### src/rtl/mem_arbiter_if.sv
// mem_arbiter_if: request channels from the datapath plus the shared RAM port.
// The slave modport is the arbiter's view; master is the requester/RAM side.
`default_nettype none

interface mem_arbiter_if;
    logic        iREN;
    logic [31:0] iaddr;
    logic        dREN;
    logic        dWEN;
    logic [31:0] daddr;
    logic [31:0] dstore;
    logic        ihit;
    logic [31:0] iload;
    logic        dhit;
    logic [31:0] dload;
    logic        merr;
    logic        ramREN;
    logic        ramWEN;
    logic [31:0] ramaddr;
    logic [31:0] ramstore;
    logic [1:0]  ramstate;
    logic [31:0] ramload;
    logic [1:0]  gnt;

    modport slave (
        input  iREN, iaddr, dREN, dWEN, daddr, dstore, ramstate, ramload,
        output ihit, iload, dhit, dload, merr, ramREN, ramWEN, ramaddr, ramstore, gnt
    );

    modport master (
        output iREN, iaddr, dREN, dWEN, daddr, dstore, ramstate, ramload,
        input  ihit, iload, dhit, dload, merr, ramREN, ramWEN, ramaddr, ramstore, gnt
    );
endinterface

`default_nettype wire

### src/rtl/mem_arbiter.sv
// mem_arbiter: grants one shared RAM port to instruction fetch or data access,
// data first with a starvation bound on fetches, and a per-access timeout.
`default_nettype none

module mem_arbiter #(
    parameter int TIMEOUT      = 15,
    parameter int STARVE_LIMIT = 4
) (
    input  wire           CLK,
    input  wire           nRST,
    mem_arbiter_if.slave  bus
);

    typedef enum logic [1:0] {
        IDLE   = 2'd0,
        IFETCH = 2'd1,
        DREAD  = 2'd2,
        DWRITE = 2'd3
    } state_t;

    localparam logic [1:0] RAM_ACCESS = 2'd2;
    localparam logic [1:0] RAM_ERROR  = 2'd3;
    localparam logic [7:0] TMO_LAST   = 8'(TIMEOUT - 1);
    localparam logic [3:0] STARVE_MAX = 4'(STARVE_LIMIT);

    state_t      state_q, state_d;
    logic [7:0]  wait_q, wait_d;
    logic [3:0]  starve_q, starve_d;
    logic [31:0] req_addr_q, req_addr_d;
    logic [31:0] req_data_q, req_data_d;

    logic in_grant;
    logic owner_req;
    logic done;
    logic fin;

    always_ff @(posedge CLK or negedge nRST) begin
        if (!nRST) begin
            state_q    <= IDLE;
            wait_q     <= 8'd0;
            starve_q   <= 4'd0;
            req_addr_q <= 32'd0;
            req_data_q <= 32'd0;
        end else begin
            state_q    <= state_d;
            wait_q     <= wait_d;
            starve_q   <= starve_d;
            req_addr_q <= req_addr_d;
            req_data_q <= req_data_d;
        end
    end

    always_comb begin
        state_d      = state_q;
        wait_d       = wait_q;
        starve_d     = starve_q;
        req_addr_d   = req_addr_q;
        req_data_d   = req_data_q;
        bus.ihit     = 1'b0;
        bus.dhit     = 1'b0;
        bus.merr     = 1'b0;
        bus.iload    = 32'd0;
        bus.dload    = 32'd0;
        bus.ramREN   = 1'b0;
        bus.ramWEN   = 1'b0;
        bus.ramaddr  = 32'd0;
        bus.ramstore = 32'd0;
        bus.gnt      = state_q;
        owner_req    = 1'b0;

        in_grant = (state_q != IDLE);
        done     = (bus.ramstate == RAM_ACCESS);

        case (state_q)
            IFETCH:  owner_req = bus.iREN;
            DREAD:   owner_req = bus.dREN;
            DWRITE:  owner_req = bus.dWEN;
            default: owner_req = 1'b0;
        endcase

        // Completion, error and timeout all end the grant; they beat withdrawal.
        fin = in_grant && (done || (bus.ramstate == RAM_ERROR) || (wait_q == TMO_LAST));

        if (in_grant) begin
            bus.ramREN  = (state_q == IFETCH) || (state_q == DREAD);
            bus.ramWEN  = (state_q == DWRITE);
            bus.ramaddr = req_addr_q;
            if (state_q == DWRITE) begin
                bus.ramstore = req_data_q;
            end
        end

        if (fin) begin
            bus.ihit = (state_q == IFETCH);
            bus.dhit = (state_q != IFETCH);
            bus.merr = !done;
            if (done && state_q == IFETCH) begin
                bus.iload = bus.ramload;
            end
            if (done && state_q == DREAD) begin
                bus.dload = bus.ramload;
            end
        end

        if (!bus.iREN) begin
            starve_d = 4'd0;
        end else if (fin && state_q == IFETCH) begin
            starve_d = 4'd0;
        end else if (fin && starve_q != STARVE_MAX) begin
            starve_d = starve_q + 4'd1;
        end

        // Arbitrate on the updated starve count so the limit-th data hit hands over.
        if (!in_grant || fin) begin
            wait_d = 8'd0;
            if (starve_d == STARVE_MAX && bus.iREN) begin
                state_d    = IFETCH;
                req_addr_d = bus.iaddr;
                req_data_d = 32'd0;
            end else if (bus.dWEN) begin
                state_d    = DWRITE;
                req_addr_d = bus.daddr;
                req_data_d = bus.dstore;
            end else if (bus.dREN) begin
                state_d    = DREAD;
                req_addr_d = bus.daddr;
                req_data_d = 32'd0;
            end else if (bus.iREN) begin
                state_d    = IFETCH;
                req_addr_d = bus.iaddr;
                req_data_d = 32'd0;
            end else begin
                state_d    = IDLE;
            end
        end else if (!owner_req) begin
            state_d = IDLE;
            wait_d  = 8'd0;
        end else begin
            wait_d  = wait_q + 8'd1;
        end
    end

endmodule

`default_nettype wire

### src/flat_wrapper.sv
// flat-port wrapper written by rule: the top's interface ports become plain ports
module mem_arbiter_flat 
#(
    parameter int TIMEOUT      = 15,
    parameter int STARVE_LIMIT = 4
)
  (CLK, nRST, bus_iREN, bus_iaddr, bus_dREN, bus_dWEN, bus_daddr, bus_dstore, bus_ramstate, bus_ramload, bus_ihit, bus_iload, bus_dhit, bus_dload, bus_merr, bus_ramREN, bus_ramWEN, bus_ramaddr, bus_ramstore, bus_gnt);
  mem_arbiter_if bus_i ();
  input  wire CLK;
  input  wire nRST;
  input wire logic [$bits(bus_i.iREN)-1:0] bus_iREN;
  input wire logic [$bits(bus_i.iaddr)-1:0] bus_iaddr;
  input wire logic [$bits(bus_i.dREN)-1:0] bus_dREN;
  input wire logic [$bits(bus_i.dWEN)-1:0] bus_dWEN;
  input wire logic [$bits(bus_i.daddr)-1:0] bus_daddr;
  input wire logic [$bits(bus_i.dstore)-1:0] bus_dstore;
  input wire logic [$bits(bus_i.ramstate)-1:0] bus_ramstate;
  input wire logic [$bits(bus_i.ramload)-1:0] bus_ramload;
  output wire logic [$bits(bus_i.ihit)-1:0] bus_ihit;
  output wire logic [$bits(bus_i.iload)-1:0] bus_iload;
  output wire logic [$bits(bus_i.dhit)-1:0] bus_dhit;
  output wire logic [$bits(bus_i.dload)-1:0] bus_dload;
  output wire logic [$bits(bus_i.merr)-1:0] bus_merr;
  output wire logic [$bits(bus_i.ramREN)-1:0] bus_ramREN;
  output wire logic [$bits(bus_i.ramWEN)-1:0] bus_ramWEN;
  output wire logic [$bits(bus_i.ramaddr)-1:0] bus_ramaddr;
  output wire logic [$bits(bus_i.ramstore)-1:0] bus_ramstore;
  output wire logic [$bits(bus_i.gnt)-1:0] bus_gnt;
  assign bus_i.iREN = bus_iREN;
  assign bus_i.iaddr = bus_iaddr;
  assign bus_i.dREN = bus_dREN;
  assign bus_i.dWEN = bus_dWEN;
  assign bus_i.daddr = bus_daddr;
  assign bus_i.dstore = bus_dstore;
  assign bus_i.ramstate = bus_ramstate;
  assign bus_i.ramload = bus_ramload;
  assign bus_ihit = bus_i.ihit;
  assign bus_iload = bus_i.iload;
  assign bus_dhit = bus_i.dhit;
  assign bus_dload = bus_i.dload;
  assign bus_merr = bus_i.merr;
  assign bus_ramREN = bus_i.ramREN;
  assign bus_ramWEN = bus_i.ramWEN;
  assign bus_ramaddr = bus_i.ramaddr;
  assign bus_ramstore = bus_i.ramstore;
  assign bus_gnt = bus_i.gnt;
  mem_arbiter #(.TIMEOUT(TIMEOUT), .STARVE_LIMIT(STARVE_LIMIT)) u_core (.CLK(CLK), .nRST(nRST), .bus(bus_i));
endmodule
### config.mk
export PLATFORM = sky130hd
export DESIGN_NAME = mem_arbiter_flat
export DESIGN_NICKNAME = d
export VERILOG_FILES = /design/src/rtl/mem_arbiter_if.sv /design/src/rtl/mem_arbiter.sv /design/src/flat_wrapper.sv
export SDC_FILE = /design/constraint.sdc
export NUM_CORES = 1
export LEC_CHECK = 0
export ABC_AREA = 1
export BUFFER_PORTS_ARGS = -buffer_cell sky130_fd_sc_hd__buf_4
export CAP_MARGIN = 10
export CORE_MARGIN = 5
export CORE_UTILIZATION = 40
export DETAILED_ROUTE_END_ITERATION = 6
export GPL_TIMING_DRIVEN = 0
export PLACE_DENSITY = 0.74
export SLEW_MARGIN = 20
export SYNTH_ARGS = -nofsm -noshare
export SYNTH_HDL_FRONTEND = slang
export SYNTH_SLANG_ARGS = --single-unit
### constraint.sdc
create_clock -name CLK -period 2.2 [get_ports CLK]
set_input_delay 0.11 -clock CLK [delete_from_list [all_inputs] [get_ports CLK]]
set_output_delay 0.11 -clock CLK [all_outputs]
set_load 0.01 [all_outputs]
# Word-level counts from Yosys, hierarchy flattened
# Cells that the tools add are included.
[totals]
elab_cells = 64
reg_bits = 78
in_bits = 135
out_inout_bits = 135
[op_classes]
mux = 32
eq_ne = 10
n_addsub = 2
reduce_logical = 15
[ops]
columns = ["operator", "n"]
rows = [
  ["32-bit 2-to-1 mux", 15],
  ["8-bit 2-to-1 mux", 2],
  ["4-bit 2-to-1 mux", 3],
  ["2-bit 2-to-1 mux", 5],
  ["8-bit by 1-bit adder with 8-bit output (second input constant)", 1],
  ["2-bit equality test (second input constant)", 4],
  ["8-bit by 4-bit equality test with 1-bit output (second input constant)", 1],
  ["1-bit logical AND", 6],
  ["1-bit 2-to-1 mux", 6],
  ["4-bit by 1-bit adder with 4-bit output (second input constant)", 1],
  ["4-bit by 3-bit equality test with 1-bit output (second input constant)", 1],
  ["1-bit logical OR", 4],
  ["4-bit by 3-bit inequality test with 1-bit output (second input constant)", 1],
  ["4-bit nonzero test", 1],
  ["1-bit one-hot mux with 3 select lines", 1],
  ["2-bit by 1-bit equality test with 1-bit output (second input constant)", 1],
  ["1-bit logical NOT", 2],
  ["2-bit by 1-bit inequality test with 1-bit output (second input constant)", 1],
  ["2-bit inequality test (second input constant)", 1],
  ["2-bit AND reduction", 1],
  ["2-bit nonzero test", 1],
]

# Longest topological paths before layout
[logic_depth]
word_depth = 12
mapped_depth = 16
mapped_depth_nobuf = 15

# Worst setup path after synthesis
# OpenSTA, ideal clock, no wires.
[synth_timing]
path_type = "register to register"
start = "register u_core.state_q[0] (netlist: u_core.bus.gnt[0])"
end = "register u_core.req_addr_q[14]"
path_stages_with_launch = 16
t_required_ns = 2.083
arrival_time_ns = 1.882
slack_ns = 0.201
path_cell_list = "dfrtp_1 > inv_1 > ha_1 > clkbuf_1 > inv_2 > nand3_2 > nand2_2 > inv_2 > nand3_2 > nor2_4 > nand2_4 > buf_6 > nand2_1 > nand2_1 > nand2_1 > nand2_1"
[synth_via]
elab_chain_cells = 10
word_cells_on_any_way = 15
cone_classes = "2 x eq/ne; 4 x mux; 9 x reduce/logical"
[synth_rtl]
columns = ["element", "line", "rtl"]
rows = [
  ["start, declared", "mem_arbiter.sv:26", "state_t state_q, state_d;"],
  ["start signal, assigned", "mem_arbiter.sv:45", "state_q <= state_d;"],
  ["2-bit nonzero test", "mem_arbiter.sv:71", "in_grant = (state_q != IDLE);"],
  ["1-bit logical AND", "mem_arbiter.sv:82", "fin = in_grant && (done || (bus.ramstate == RAM_ERROR) || (wait_q == TMO_LAST));"],
  ["1-bit logical AND", "mem_arbiter.sv:109", "end else if (fin && starve_q != STARVE_MAX) begin"],
  ["4-bit 2-to-1 mux", "mem_arbiter.sv:109", ""],
  ["4-bit 2-to-1 mux", "mem_arbiter.sv:107", "end else if (fin && state_q == IFETCH) begin"],
  ["4-bit 2-to-1 mux", "mem_arbiter.sv:105", "if (!bus.iREN) begin"],
  ["4-bit by 3-bit equality test with 1-bit output", "mem_arbiter.sv:116", "if (starve_d == STARVE_MAX && bus.iREN) begin"],
  ["1-bit logical AND", "mem_arbiter.sv:116", ""],
  ["4-bit nonzero test (no line)", "--", ""],
  ["2-bit AND reduction (no line)", "--", ""],
  ["end signal, assigned", "mem_arbiter.sv:48", "req_addr_q <= req_addr_d;"],
  ["end, declared", "mem_arbiter.sv:29", "logic [31:0] req_addr_q, req_addr_d;"],
]
# Several ways; a longest one is shown, not always the timed one.
# A chain may end at the register's enable or synchronous reset.

# Worst setup path after layout
[layout_timing]
start = "register u_core.wait_q[0]"
end = "register u_core.state_q[0] (netlist: u_core.bus.gnt[0])"
[layout_via]
elab_chain_cells = 11
word_cells_on_any_way = 14
cone_classes = "3 x eq/ne; 5 x mux; 6 x reduce/logical"
[layout_rtl]
columns = ["element", "line", "rtl"]
rows = [
  ["start, declared", "mem_arbiter.sv:27", "logic [7:0] wait_q, wait_d;"],
  ["start signal, assigned", "mem_arbiter.sv:46", "wait_q <= wait_d;"],
  ["8-bit by 4-bit equality test with 1-bit output *", "mem_arbiter.sv:82", ""],
  ["1-bit logical OR *", "mem_arbiter.sv:82", ""],
  ["1-bit logical AND *", "mem_arbiter.sv:82", ""],
  ["1-bit logical AND", "mem_arbiter.sv:109", ""],
  ["4-bit 2-to-1 mux", "mem_arbiter.sv:109", ""],
  ["4-bit 2-to-1 mux *", "mem_arbiter.sv:107", ""],
  ["4-bit 2-to-1 mux *", "mem_arbiter.sv:105", ""],
  ["named net u_core.starve_d[3]", "mem_arbiter.sv:28", "logic [3:0] starve_q, starve_d;"],
  ["4-bit by 3-bit equality test with 1-bit output *", "mem_arbiter.sv:116", ""],
  ["1-bit logical AND *", "mem_arbiter.sv:116", ""],
  ["2-bit 2-to-1 mux *", "mem_arbiter.sv:116", ""],
  ["2-bit 2-to-1 mux *", "mem_arbiter.sv:114", "if (!in_grant || fin) begin"],
]
# The timed path passes the listed nets; every way through them passes the cells marked *.

==> flow_metrics.tcl <==
set metrics [dict create \
    status "completed" \
    worstSetupStartpointType "flop" \
    ys_ff_latch 78 \
    setup_violations 0 \
    design_area_um2 8680 \
    place_inst 1337 \
    cts_tree "built" \
    post_drt_wl_per_cell_um 14.7 \
    synth-simple-area-share_pct 36.0 \
    slew_violations 0 \
    p_leak_nw 4.70 \
    grt_setup_unrepaired "true" \
    synth_fp_nets 1034 \
    cts_sinks 78 \
    cpMostUsedCell "nand2_1" \
    clock_latency_ps 330 \
    ant_nets 0 \
    ios 270 \
    crit_required_ps 2400 \
    firstDrtPassIters 5 \
    final_nets 1324 \
    synth_top_family_by_area "simple AND/OR/NAND/NOR gates" \
    grt_pass1_vias 6192 \
    fp.coreArea_um2 13800 \
    cts_inserted_buffers 9 \
    yosys_warnings 0 \
    grt_pass1_wl_um 30500 \
    relSlewSlack_pct 49.9 \
    critPathKind "flop to flop" \
    gr-total-overflow 0 \
    portBuffers 268 \
    routabilityCongestion 0.887 \
    drtIter0Drc 354 \
    place_ws_ps -433 \
    arrival_ps 2380 \
    min_path_cells 3 \
    synth_compound_area_share_pct 10.7 \
    vias 6692 \
    rows 43 \
    worstPathCellList "inv_2, ha_4, nand3_4, o21bai_4, buf_6, nand4_1, a21oi_2, nor2_4, buf_12, nand2_8, clkbuf_16, nand2_1, nand2_1, o21ai_1" \
    r2r_cells 14 \
    syn-cell-area_um2 5590 \
    via_per_inst 4.91 \
    fin_cells 1364 \
    grtUsageMet3_pct 6.00 \
    setup_tns_ps 0 \
    ys_types 30 \
    grt_max_degree 79 \
    die_h_um 128 \
    syn2layout_area_growth_pct 55.2 \
    period_share_pct 98.9 \
    clkSlewWorstSetupHoldPaths_ps 70 \
    antenna_found_initial 0 \
    worst_hold_path_type "input port to flop" \
    cts-root-buf "clkbuf_16" \
    worstPathMaxFanout 8 \
    clock_path_buffers 2 \
    cp_slowest_cell "dfrtp_1" \
    hold_viol 0 \
    hold-worst-slack_ps 57.0 \
    syn_area_per_cell_um2 6.29 \
    postSynthCellCount 889 \
    final_util_pct 63.0 \
    initial_utilization_pct 40.6 \
    layout-drive-gt1-share_pct 33.6 \
    ir_worst_vdd_v 0.000456 \
    place_area_um2 7830 \
    die_w_um 128 \
    diodes 0 \
    yosysSeqAreaShare_pct 34.9 \
    end_kind "flop" \
    max_stage_delay_ps 400 \
    synthAdderAreaFrac_pct 2.24 \
    track_usage_pct 22.6 \
    finClkSkew_ps 7.93 \
    drc 0 \
    met1_usage_pct 28.2 \
    fillers 1349 \
    dp_hpwl_um 14700 \
    fp.dieArea_um2 16400 \
    cts_max_level 3 \
    cellPowerDensity_nw_per_um2 582 \
    min_period_ps 2170 \
    worst_pin_slew_ps 751 \
    routed_wl_um 20000 \
    synth-xor-area-share_pct 0.470 \
    fmax_mhz 460 \
    grt_use_met2_pct 39.4 \
    drv_cap 0 \
    busiest_layer "met2" \
    finalPower_mw 5.05 \
    setup_ws_ps 25.0 \
    synth_mux_area_share_pct 0 \
]
where the power goes:
| part | switching (mW) | leakage, nW | internal (mW) |
|---|---|---|---|
| Clock | 0.649 | 0.151 | 0.894 |
| Sequential | 0.0919 | 1.00 | 1.63 |
| Combinational | 1.03 | 3.54 | 0.753 |
placed cells by master, fill, tap and decap left out, types with 2 or more instances in the layout:
cell type / instances
inv_4: 2
buf_4: 280
inv_6: 4
nor3b_1: 2
buf_8: 3
clkbuf_2: 11
nand4_1: 5
nand2_1: 237
buf_6: 13
nand3_4: 3
a21oi_1: 4
nand2_8: 2
nand3_1: 69
nor3_1: 38
buf_2: 6
o22ai_1: 31
o21ai_0: 65
inv_1: 145
clkinv_4: 3
clkbuf_16: 11
nor3_2: 28
nand3_2: 5
nand2_2: 7
buf_1: 2
ha_1: 7
inv_2: 5
clkbuf_1: 21
o21ai_1: 2
nor2_1: 75
dfrtp_1: 77
ha_4: 2
xnor2_1: 2
critical path, delay by kind of cell (launching register included):
family,cells,cell delay (ps)
flops,1,400
fa+ha+maj,1,150
buf+inv,4,570
simple gates,6,480
compound gates,3,460
logic make-up (layout without fill, tap and decap cells):
kind of cell | after synthesis | count (layout)
adders and majority gates | 10 | 10
buffers and inverters | 217 | 511
DFF | 78 | 78
xor gates and xnor gates | 3 | 3
AOI/OAI and AO/OA | 107 | 107
and+or+nand+nor | 474 | 475
worst paths after layout:
| path | slack (ps) | endpoint | startpoint |
|---|---|---|---|
| hold / removal | 60 | u_core.req_data_q[16] | bus_dstore[16] |
| setup / recovery | 30 | u_core.bus.gnt[0] | u_core.wait_q[0] |
| setup reg to reg | 30 | u_core.bus.gnt[0] | u_core.wait_q[0] |
| min in group asynchronous | 370 | u_core.req_data_q[17] | nRST |
| hold reg to reg | 480 | u_core.req_addr_q[24] | u_core.req_addr_q[24] |
| max in group asynchronous | 1260 | u_core.bus.gnt[1] | nRST |
synthesized netlist by cell type:
| cell type | count | area (um^2) |
|---|---|---|
| nand2_1 | 243 | 912 |
| inv_1 | 147 | 552 |
| dfrtp_1 | 78 | 1950 |
| nand3_1 | 75 | 375 |
| nor2_1 | 75 | 282 |
| nor3_1 | 67 | 335 |
| o21ai_0 | 65 | 325 |
| clkbuf_1 | 41 | 154 |
| o22ai_1 | 32 | 200 |
| buf_2 | 12 | 60.1 |
| ha_1 | 10 | 125 |
| buf_6 | 6 | 67.6 |
| inv_2 | 6 | 22.5 |
| nand4_1 | 5 | 31.3 |
| a21oi_1 | 4 | 20.0 |
| buf_1 | 4 | 15.0 |
| nand2_2 | 2 | 12.5 |
| nand3_2 | 2 | 20.0 |
| nor3b_1 | 2 | 15.0 |
| o21ai_1 | 2 | 10.0 |
| xnor2_1 | 2 | 17.5 |
| a21oi_2 | 1 | 8.76 |
| clkinv_2 | 1 | 5.00 |
| nand2_4 | 1 | 11.3 |
| nand3b_1 | 1 | 7.51 |
| nor2_4 | 1 | 11.3 |
| o21ai_2 | 1 | 8.76 |
| o21bai_1 | 1 | 7.51 |
| o21bai_4 | 1 | 18.8 |
| xor2_1 | 1 | 8.76 |
layout make-up:
| cell class | instances | area, um^2 | area share (%) |
|---|---|---|---|
| Timing Repair Buffer | 279 | 2160 | 24.9 |
| Clock inverter | 7 | 78.8 | 0.908 |
| Buffer | 62 | 393 | 4.53 |
| Sequential cell | 78 | 1950 | 22.5 |
| Inverter | 154 | 593 | 6.83 |
| Tap cell | 180 | 225 | 2.60 |
| Multi-Input combinational cell | 595 | 3050 | 35.2 |
| Clock buffer | 9 | 225 | 2.60 |
timing repair:
action,4_1_cts,5_1_grt
gates resized for setup,26,115
endpoints found under the setup margin,194,128
setup buffers,4,3
hold buffers,1,0
hold endpoints to repair,1,0
cloned,1,3
pin swaps,3,5
metal layers:
metal,wire length [um],share of wire (%),vias to the layer above
li1,-,-,3358
met3,1740,8.7,14
met1,8080,40,3070
met4,177,0.88,0
met5,0,0,-
met2,10000,50,250
state kept, by name, indices dropped and copies added (netlist names):
signal and cells:
u_core.req_addr_q 32, u_core.req_data_q 32, u_core.wait_q 8, u_core.starve_q 4, u_core.bus.gnt 2
(Power assumes the default switching activity.)
